<file path="src/rtl/rf_pkg.sv">
// Shared types and helpers for the scoreboarded register file.
package rf_pkg;

    localparam int unsigned XLEN_DEF  = 32;
    localparam int unsigned NREGS_DEF = 16;
    localparam int unsigned AW_DEF    = $clog2(NREGS_DEF);

    typedef logic [AW_DEF-1:0]   reg_idx_t;
    typedef logic [XLEN_DEF-1:0] xdata_t;

    // True when idx names the hard-wired zero register.
    function automatic logic is_zero_reg(input logic zero_en, input int unsigned idx);
        return zero_en && (idx == 0);
    endfunction

endpackage

</file>
<file path="src/rtl/rf_busy_tracker.sv">
// Per-register busy bits and running popcount for RAW hazard detection.
module rf_busy_tracker
    import rf_pkg::*;
#(
    parameter int unsigned NREGS    = NREGS_DEF,
    parameter logic        ZERO_REG = 1'b1,
    localparam int unsigned AW      = $clog2(NREGS),
    localparam int unsigned CW      = AW + 1
) (
    input  logic             clk,
    input  logic             rst_n,
    input  logic             alloc_valid,
    input  logic [AW-1:0]    alloc_rd,
    input  logic             wb_valid,
    input  logic [AW-1:0]    wb_rd,
    input  logic             flush,
    output logic [NREGS-1:0] busy,
    output logic [CW-1:0]    busy_cnt
);

    logic [NREGS-1:0] busy_q, busy_d;
    logic [CW-1:0]    cnt_q, cnt_d;
    logic             set_en, clr_en, inc, dec;

    // Allocate beats write-back on the same register; flush beats both.
    always_comb begin
        busy_d = busy_q;
        cnt_d  = cnt_q;
        set_en = alloc_valid && !is_zero_reg(ZERO_REG, 32'(alloc_rd));
        clr_en = wb_valid && !is_zero_reg(ZERO_REG, 32'(wb_rd));
        inc    = 1'b0;
        dec    = 1'b0;
        if (flush) begin
            busy_d = '0;
            cnt_d  = '0;
        end else begin
            if (clr_en) begin
                busy_d[wb_rd] = 1'b0;
            end
            if (set_en) begin
                busy_d[alloc_rd] = 1'b1;
            end
            inc   = set_en && !busy_q[alloc_rd];
            dec   = clr_en && busy_q[wb_rd] && !(set_en && (alloc_rd == wb_rd));
            cnt_d = cnt_q + CW'(inc) - CW'(dec);
        end
    end

    always_ff @(posedge clk or negedge rst_n) begin
        if (!rst_n) begin
            busy_q <= '0;
            cnt_q  <= '0;
        end else begin
            busy_q <= busy_d;
            cnt_q  <= cnt_d;
        end
    end

    assign busy     = busy_q;
    assign busy_cnt = cnt_q;

endmodule

</file>
<file path="src/rtl/rf_scoreboard.sv">
// Register file with N bypassed read ports, one write-back port and busy scoreboard.
module rf_scoreboard
    import rf_pkg::*;
#(
    parameter int unsigned XLEN     = XLEN_DEF,
    parameter int unsigned NREGS    = NREGS_DEF,
    parameter int unsigned NRD      = 2,
    parameter logic        ZERO_REG = 1'b1,
    localparam int unsigned AW      = $clog2(NREGS)
) (
    input  logic                clk,
    input  logic                rst_n,
    input  logic [NRD*AW-1:0]   rs_addr,
    output logic [NRD*XLEN-1:0] rs_data,
    output logic [NRD-1:0]      rs_busy,
    input  logic                alloc_valid,
    input  logic [AW-1:0]       alloc_rd,
    input  logic                wb_valid,
    input  logic [AW-1:0]       wb_rd,
    input  logic [XLEN-1:0]     wb_data,
    input  logic                flush,
    output logic [AW:0]         busy_cnt,
    input  logic [AW-1:0]       dbg_addr,
    output logic [XLEN-1:0]     dbg_data
);

    logic [XLEN-1:0]  regs_q [NREGS];
    logic [XLEN-1:0]  regs_d [NREGS];
    logic [NREGS-1:0] busy;
    logic             wb_en;

    rf_busy_tracker #(
        .NREGS    (NREGS),
        .ZERO_REG (ZERO_REG)
    ) u_busy (
        .clk         (clk),
        .rst_n       (rst_n),
        .alloc_valid (alloc_valid),
        .alloc_rd    (alloc_rd),
        .wb_valid    (wb_valid),
        .wb_rd       (wb_rd),
        .flush       (flush),
        .busy        (busy),
        .busy_cnt    (busy_cnt)
    );

    // Write-back data lands regardless of flush or a concurrent allocate.
    always_comb begin
        regs_d = regs_q;
        wb_en  = wb_valid && !is_zero_reg(ZERO_REG, 32'(wb_rd));
        if (wb_en) begin
            regs_d[wb_rd] = wb_data;
        end
    end

    always_ff @(posedge clk or negedge rst_n) begin
        if (!rst_n) begin
            for (int i = 0; i < int'(NREGS); i++) begin
                regs_q[i] <= '0;
            end
        end else begin
            regs_q <= regs_d;
        end
    end

    for (genvar i = 0; i < int'(NRD); i++) begin : g_rd
        logic [AW-1:0]   addr;
        logic [XLEN-1:0] data_c;
        logic            busy_c;

        assign addr = rs_addr[i*AW +: AW];

        // Zero register first, then same-cycle bypass, then stored state.
        always_comb begin
            data_c = regs_q[addr];
            busy_c = busy[addr];
            if (is_zero_reg(ZERO_REG, 32'(addr))) begin
                data_c = '0;
                busy_c = 1'b0;
            end else if (wb_valid && (wb_rd == addr)) begin
                data_c = wb_data;
                busy_c = 1'b0;
            end
        end

        assign rs_data[i*XLEN +: XLEN] = data_c;
        assign rs_busy[i]              = busy_c;
    end

    assign dbg_data = regs_q[dbg_addr];

endmodule

</file>
<file path="config.mk">
export PLATFORM = sky130hd
export DESIGN_NAME = rf_scoreboard
export DESIGN_NICKNAME = d
export VERILOG_FILES = /design/src/rtl/rf_pkg.sv /design/src/rtl/rf_busy_tracker.sv /design/src/rtl/rf_scoreboard.sv
export SDC_FILE = /design/constraint.sdc
export NUM_CORES = 1
export LEC_CHECK = 0
export BUFFER_PORTS_ARGS = -buffer_cell sky130_fd_sc_hd__buf_4
export CORE_MARGIN = 2
export CORE_UTILIZATION = 55
export CTS_BUF_LIST = sky130_fd_sc_hd__clkbuf_8
export DETAILED_ROUTE_END_ITERATION = 16
export PLACE_DENSITY = 0.73
export SYNTH_ARGS = -nofsm -noshare
export SYNTH_HDL_FRONTEND = slang
export SYNTH_SLANG_ARGS = --single-unit
</file>
<file path="constraint.sdc">
create_clock -name clk -period 6.9 [get_ports clk]
set_clock_uncertainty 0.2 [all_clocks]
set_input_delay 0.345 -clock clk [delete_from_list [all_inputs] [get_ports clk]]
set_output_delay 0.345 -clock clk [all_outputs]
set_load 0.01 [all_outputs]
</file>
# Word level (Yosys, flattened, before mapping)
# Index checks and enable logic that the tools add are counted.
# Widths: inputs -> output; s select.
[totals] output_inout_bits=103 regBits=533
[op_classes] magnitude_cmp=11 bitwise_logic=7 n_reduce_logical=19 mux=37 n_eq_ne=3 add_sub_neg=2
[ops] operator="$bwmux 512" count=1
[ops] operator="$bmux 32 s4" count=3
[ops] operator="$mux 32" count=11
[ops] operator="$demux 32 s4" count=1
[ops] operator="$mux 16" count=4
[ops] operator="$ge 5x5->1 const B" count=4
[ops] operator="$lt 4x5->1 const B" count=4
[ops] operator="$not 4->5" count=4
[ops] operator="$and 16x16->16" count=1
[ops] operator="$bmux 1 s4" count=4
[ops] operator="$logic_not 4->1" count=4
[ops] operator="$not 16->16" count=1
[ops] operator="$or 16x16->16" count=1
[ops] operator="$eq 4x4->1" count=3
[ops] operator="$logic_and 1x1->1" count=11
[ops] operator="$mux 1" count=10
[ops] operator="$demux 1 s4" count=2
[ops] operator="$ge 4x1->1 const B" count=2
[ops] operator="$add 5x1->5" count=1
[ops] operator="$lt 5x1->1 const B" count=1
[ops] operator="$mux 5" count=1
[ops] operator="$sub 5x1->5" count=1
[ops] operator="$logic_not 1->1" count=4

# Logic depth before layout (Yosys ltp)
[depth] ltp_word=11 mapped_depth=15 depth_no_buf=13

# Cells and area by module
# A second synthesis with hierarchy kept.
[unflattened] cells_unflattened=2155 hier_area_um2=32975.4
[by_module_without_submodules] mod="rf_scoreboard" area_per_inst_um2=31560.3 seq_area_each_um2=12812.3 cells_each=2008 n_inst=1
[by_module_without_submodules] mod="rf_busy_tracker" area_per_inst_um2=1415.1 seq_area_each_um2=525.5 cells_each=147 n_inst=1

# Worst setup path before layout
# No wires, ideal clock.
[synth_timing] kind="input to register" startpoint="input wb_rd[0]" endpoint="register u_busy.cnt_q[4] (netlist: u_busy.busy_cnt[4])" stages=14 n_path_buf=1 slack_ps=3635 arrival_time_ps=2933 required_ps=6568 path_cell_list="buf_2 -> mux4_2 -> mux4_2 -> o2111a_1 -> ha_1 -> inv_1 -> ha_1 -> inv_1 -> fa_1 -> inv_1 -> a21o_1 -> a21oi_1 -> xnor2_1 -> nor2_1"
[synth_via] elab_chain_cells=7 word_cells_on_any_way=12 classes_between="add/sub: 1; eq/ne: 1; mux: 3; reduce/logical: 7"
[synth_rtl] item="start, declared" line="rf_scoreboard.sv:19" rtl="input logic [AW-1:0] wb_rd,"
[synth_rtl] item="branches (longest 4 deep; another with $bmux 1 s4)"
[synth_rtl] item="$logic_and 1x1->1 (*)" line="rf_busy_tracker.sv:44" rtl="dec = clr_en && busy_q[wb_rd] && !(set_en && (alloc_rd == wb_rd));"
[synth_rtl] item="$sub 5x1->5 (*)" line="rf_busy_tracker.sv:45" rtl="cnt_d = cnt_q + CW'(inc) - CW'(dec);"
[synth_rtl] item="$mux 5 (*)" line="rf_busy_tracker.sv:33" rtl="if (flush) begin"
[synth_rtl] item="via u_busy.cnt_d[4]" line="rf_busy_tracker.sv:22" rtl="logic [CW-1:0] cnt_q, cnt_d;"
[synth_rtl] item="end signal, assigned" line="rf_busy_tracker.sv:55" rtl="cnt_q <= cnt_d;"
[synth_rtl] item="end, declared" line="rf_busy_tracker.sv:22"
# Mark *: on every way through the listed nets, which the timed path passes. The select of a mux whose other input is x is not followed.
# A chain may end at the register's enable or synchronous reset.

# Worst setup path after layout
[layout_timing] startpoint="input rs_addr[0]" endpoint="output rs_data[19]"
[layout_via] elab_chain_cells=6 word_cells_on_any_way=9 classes_between="eq/ne: 1; mux: 5; bitwise: 1; reduce/logical: 2"
[layout_rtl] item="start, declared" line="rf_scoreboard.sv:13" rtl="input logic [NRD*AW-1:0] rs_addr,"
[layout_rtl] item="$not 4->5 (implied by the code)" line="rf_scoreboard.sv:75" rtl="data_c = regs_q[addr];"
[layout_rtl] item="$bmux 32 s4" line="rf_scoreboard.sv:75"
[layout_rtl] item="$mux 32 (implied by the code) (2 in series)" line="rf_scoreboard.sv:75"
[layout_rtl] item="$mux 32" line="rf_scoreboard.sv:80" rtl="end else if (wb_valid && (wb_rd == addr)) begin"
[layout_rtl] item="$mux 32 (*)" line="rf_scoreboard.sv:77" rtl="if (is_zero_reg(ZERO_REG, 32'(addr))) begin"
[layout_rtl] item="end, declared" line="rf_scoreboard.sv:14" rtl="output logic [NRD*XLEN-1:0] rs_data,"
# Mark *: on every way between the ends. The rest lies on a longest branch, timed or not. The select of a mux whose other input is x is not followed.

==> results by group <==
Yosys
  • Unique cell type count in the Yosys netlist: 44
  • Largest area contributor in the synthesized netlist: dfrtp_1
  • Cell count after synthesis: 2,105
  • Multiplexer share of the synthesized area: 49.5%
  • Post-synthesis adder-cell area fraction: 0.251%
  • Synth warn: 0
  • Count leader, synth: dfrtp_1
  • Simple-gate share of the synthesized area: 1.64%
  • Count of flip-flops with a built-in enable after synthesis: 0
  • Compound-cell area share of the yosys netlist: 3.50%
  • Avg Cell Area, Syn: 15.6 sq um
  • Leading post-synthesis cells by cell area: dfrtp_1 41%, mux4_2 32%, mux2_2 12%
  • Syn Nets: 2,168
  • Fraction of registers with async set/reset: 100%
  • Post-synth top flop: dfrtp_1
  • Most common library cells after synthesis: 533 x dfrtp_1, 467 x mux4_2, 365 x mux2_2, 146 x clkbuf_1, 116 x mux2_1
  • Seq/Total Area, Yosys: 40.5%
  • Yosys reg bits: 533
  • XOR/XNOR Fraction of Synth Area: 0.399%
  • Largest family of logic cells by synthesized area: multiplexers
  • Synthesized area: 32,900 sq um
  • Post-synth top area share: 40.5%

Pwr
  • Int Pwr: 0.00737 W
  • Leak: 14.9 nW
  • P_sw: 0.00311 W
  • Comb power frac: 28.4%
  • Switching share of power: 29.7%
  • Clk network pwr share: 29.2%
  • Cell Pwr Density: 285 nW/um^2
  • Seq pwr share: 42.4%
  • VDD IR-drop max: 0.133 mV

Worst setup path
  • Setup crit start kind: input pin
  • Setup crit end kind: output pin
  • CP Class: input pin to output pin
  • Critical Path RT: 6.36 ns
  • Crit Path Max Fanout: 48
  • Reg-to-reg slack, setup: 3.58 ns
  • Arr. time, crit path: 3.21 ns

Placed design
  • Buffers on Ports: 159
  • Routability cong.: 0.832
  • Dpl hpwl: 52,400 um

Die
  • Die Wd: 249 um
  • FP Rows: 89
  • Initial Util: 55.6%
  • Io pins: 160
  • Die area: 61,800 sq um
  • Chip height: 249 um
  • Total core area: 59,100 sq um

STA
  • Unrepaired setup endpoints after global routing: no
  • Worst-margin pin slew: 1.08 ns
  • Setup tns final: 0 ns
  • Setup-failing EPs final: 0
  • Pins Over Slew Limit: 0
  • Relative slew slack: 27.8%
  • Fmax achieved: 266 MHz
  • Final hold vios: 0
  • Final Cycle Share: 54.5%
  • Final Critical Period: 3.76 ns

Global routing
  • Congestion Overflow GR: 0
  • Vias in the first global route: 22,800
  • Total GRT Usage: 30.8%
  • Number of antenna violations at the first check in global routing: 2
  • Largest net degree at the start of global routing: 139
  • First-pass GRT wire length: 144,000 um

Drt
  • Antenna Nets Post-Route: 0
  • Starting DRC count in detailed routing: 2,041
  • Post-DR wirelength/cell: 31.0 um
  • Via Count: 21,600
  • Drt drc: 10
  • Post-Route WL: 93,600 um
  • Via/cell ratio: 7.15
  • TritonRoute pass-1 iters: 11

Clock network
  • Htree depth: 3
  • CTS tree: built
  • Number of buffers on the longest clock path: 3
  • Clk slew on worst S/H paths: 0.06 ns
  • Total CTS buffers: 92
  • Clock tree root driver cell: clkbuf_8
  • Worst-Skew Late Latency: 0.67 ns
  • Clock Sinks: 533

Cells and area
  • Nets: 2,238
  • # fillers: 4,293
  • Ant. Diodes: 0
  • Area delta synth->final: 11.7%
  • Share of cells above drive strength 1: 53.0%
  • Post-Route Utilization: 62.1%

Run status
  • Failing checks: DRC
  • Outcome: finished, violations left

Hold path
  • Worst min path class: input pin to flip-flop

Flow run
  • Max cap viols: 0
==> state kept, by name, indices dropped and copies added (netlist names) <==
name and cells:
u_busy.busy_cnt 5, regs_q 512, u_busy.busy 16
==> layout make-up <==
cell class / instances / area, sq um / area share [%]
multi-input cells: 1267 / 18300 / 49.9
flip-flops and latches: 533 / 13300 / 36.3
repair buffers: 239 / 1990 / 5.42
clock buffers: 124 / 1710 / 4.65
well taps: 773 / 967 / 2.63
clock inverters: 40 / 262 / 0.712
inverters: 42 / 158 / 0.429
==> placed cells by master, fill, tap and decap left out, types with 3 or more instances in the layout <==
master,netlist,layout
buf_12,0,4
dlygate4sd3_1,0,42
nand2_1,13,13
ha_1,5,5
clkinv_2,0,11
nor2_4,0,11
inv_1,12,34
clkinvlp_4,0,3
mux4_2,467,467
buf_4,11,186
or3_2,0,3
nor2b_1,37,36
a21oi_1,47,47
xnor2_1,9,9
a22oi_1,3,3
dfrtp_1,533,533
o2bb2ai_1,32,32
o21ai_0,9,9
clkbuf_8,0,124
a22o_1,31,31
a211oi_1,31,31
xor2_1,6,6
nor2_1,23,12
bufinv_16,0,3
mux2i_1,36,36
mux2_1,116,116
nand4_1,3,3
nand3_1,7,6
clkinv_1,30,30
buf_6,10,3
mux2_2,365,365
buf_8,0,4
==> final timing paths <==
| check | from | to | cells past startpoint |
|---|---|---|---|
| min in group asynchronous | rst_n | u_busy.busy_cnt[2]$_DFF_PN0_ | 2 |
| hold reg to reg | regs_q[489]$_DFFE_PN0P_ | regs_q[489]$_DFFE_PN0P_ | 0 |
| max in group asynchronous | rst_n | regs_q[145]$_DFFE_PN0P_ | 3 |
| setup reg to reg | u_busy.busy[4]$_DFF_PN0_ | u_busy.busy_cnt[4]$_DFF_PN0_ | 13 |
| hold / removal | wb_rd[1] | regs_q[444]$_DFFE_PN0P_ | 3 |
| setup / recovery | rs_addr[0] | rs_data[19] | 8 |
==> power by group through the flow <==
stage / registers (W) / clock network, W / logic [W]
2_1_floorplan: 0.00425 / 0 / 0.00220
3_3_place_gp: 0.00439 / 0 / 0.00288
3_5_place_dp: 0.00447 / 0 / 0.00295
4_1_cts: 0.00441 / 0.00311 / 0.00298
5_1_grt: 0.00453 / 0.00326 / 0.00315
6_report: 0.00445 / 0.00306 / 0.00297
==> worst max-delay path, cell delays in order <==
cell and delay, ns:
buf_8 0.43, buf_4 0.88, mux4_2 0.59, nor2b_1 0.14, a211oi_1 0.25, a21oi_1 0.10
a22o_1 0.26, buf_4 0.15
==> per-layer routing <==
layer / vias to the layer above / track usage (%) / wire length, um
met5: - / 0 / 28
met4: 4 / 11.9 / 3370
met3: 256 / 6.78 / 7900
met2: 1130 / 48.8 / 45000
met1: 11600 / 42.3 / 37300
li1: 8534 / - / -
==> cell families (layout without fill, tap and decap cells) <==
kind of cell / Yosys count / in the layout
buf+inv: 305 / 445
mux: 984 / 984
xor+xnor: 15 / 15
fa+ha+maj: 6 / 6
compound gates: 161 / 161
flops: 533 / 533
simple gates: 101 / 101
==> repair_timing <==
| action | 4_1_cts | 5_1_grt |
|---|---|---|
| hold endpoints to repair | 618 | 0 |
| hold buffers | 42 | 0 |
| setup endpoints to repair | 0 | 0 |
| buffers inserted | 0 | 0 |
| gates resized for setup | 0 | 0 |
==> stage by stage <==
step,hold WS [ns],instance area [sq um],total power (W),cells,worst slack [ns]
6_report,0.126,36700,0.0105,3018,3.14
4_1_cts,0.0729,36700,0.0105,3018,3.08
5_1_grt,0.103,36700,0.0109,3018,2.85
2_1_floorplan,-0.151,32900,0.00645,2105,3.63
3_3_place_gp,0.193,34400,0.00727,2812,3.11
3_5_place_dp,0.204,34400,0.00742,2812,3.08
Power figures use the tool's default switching activity.
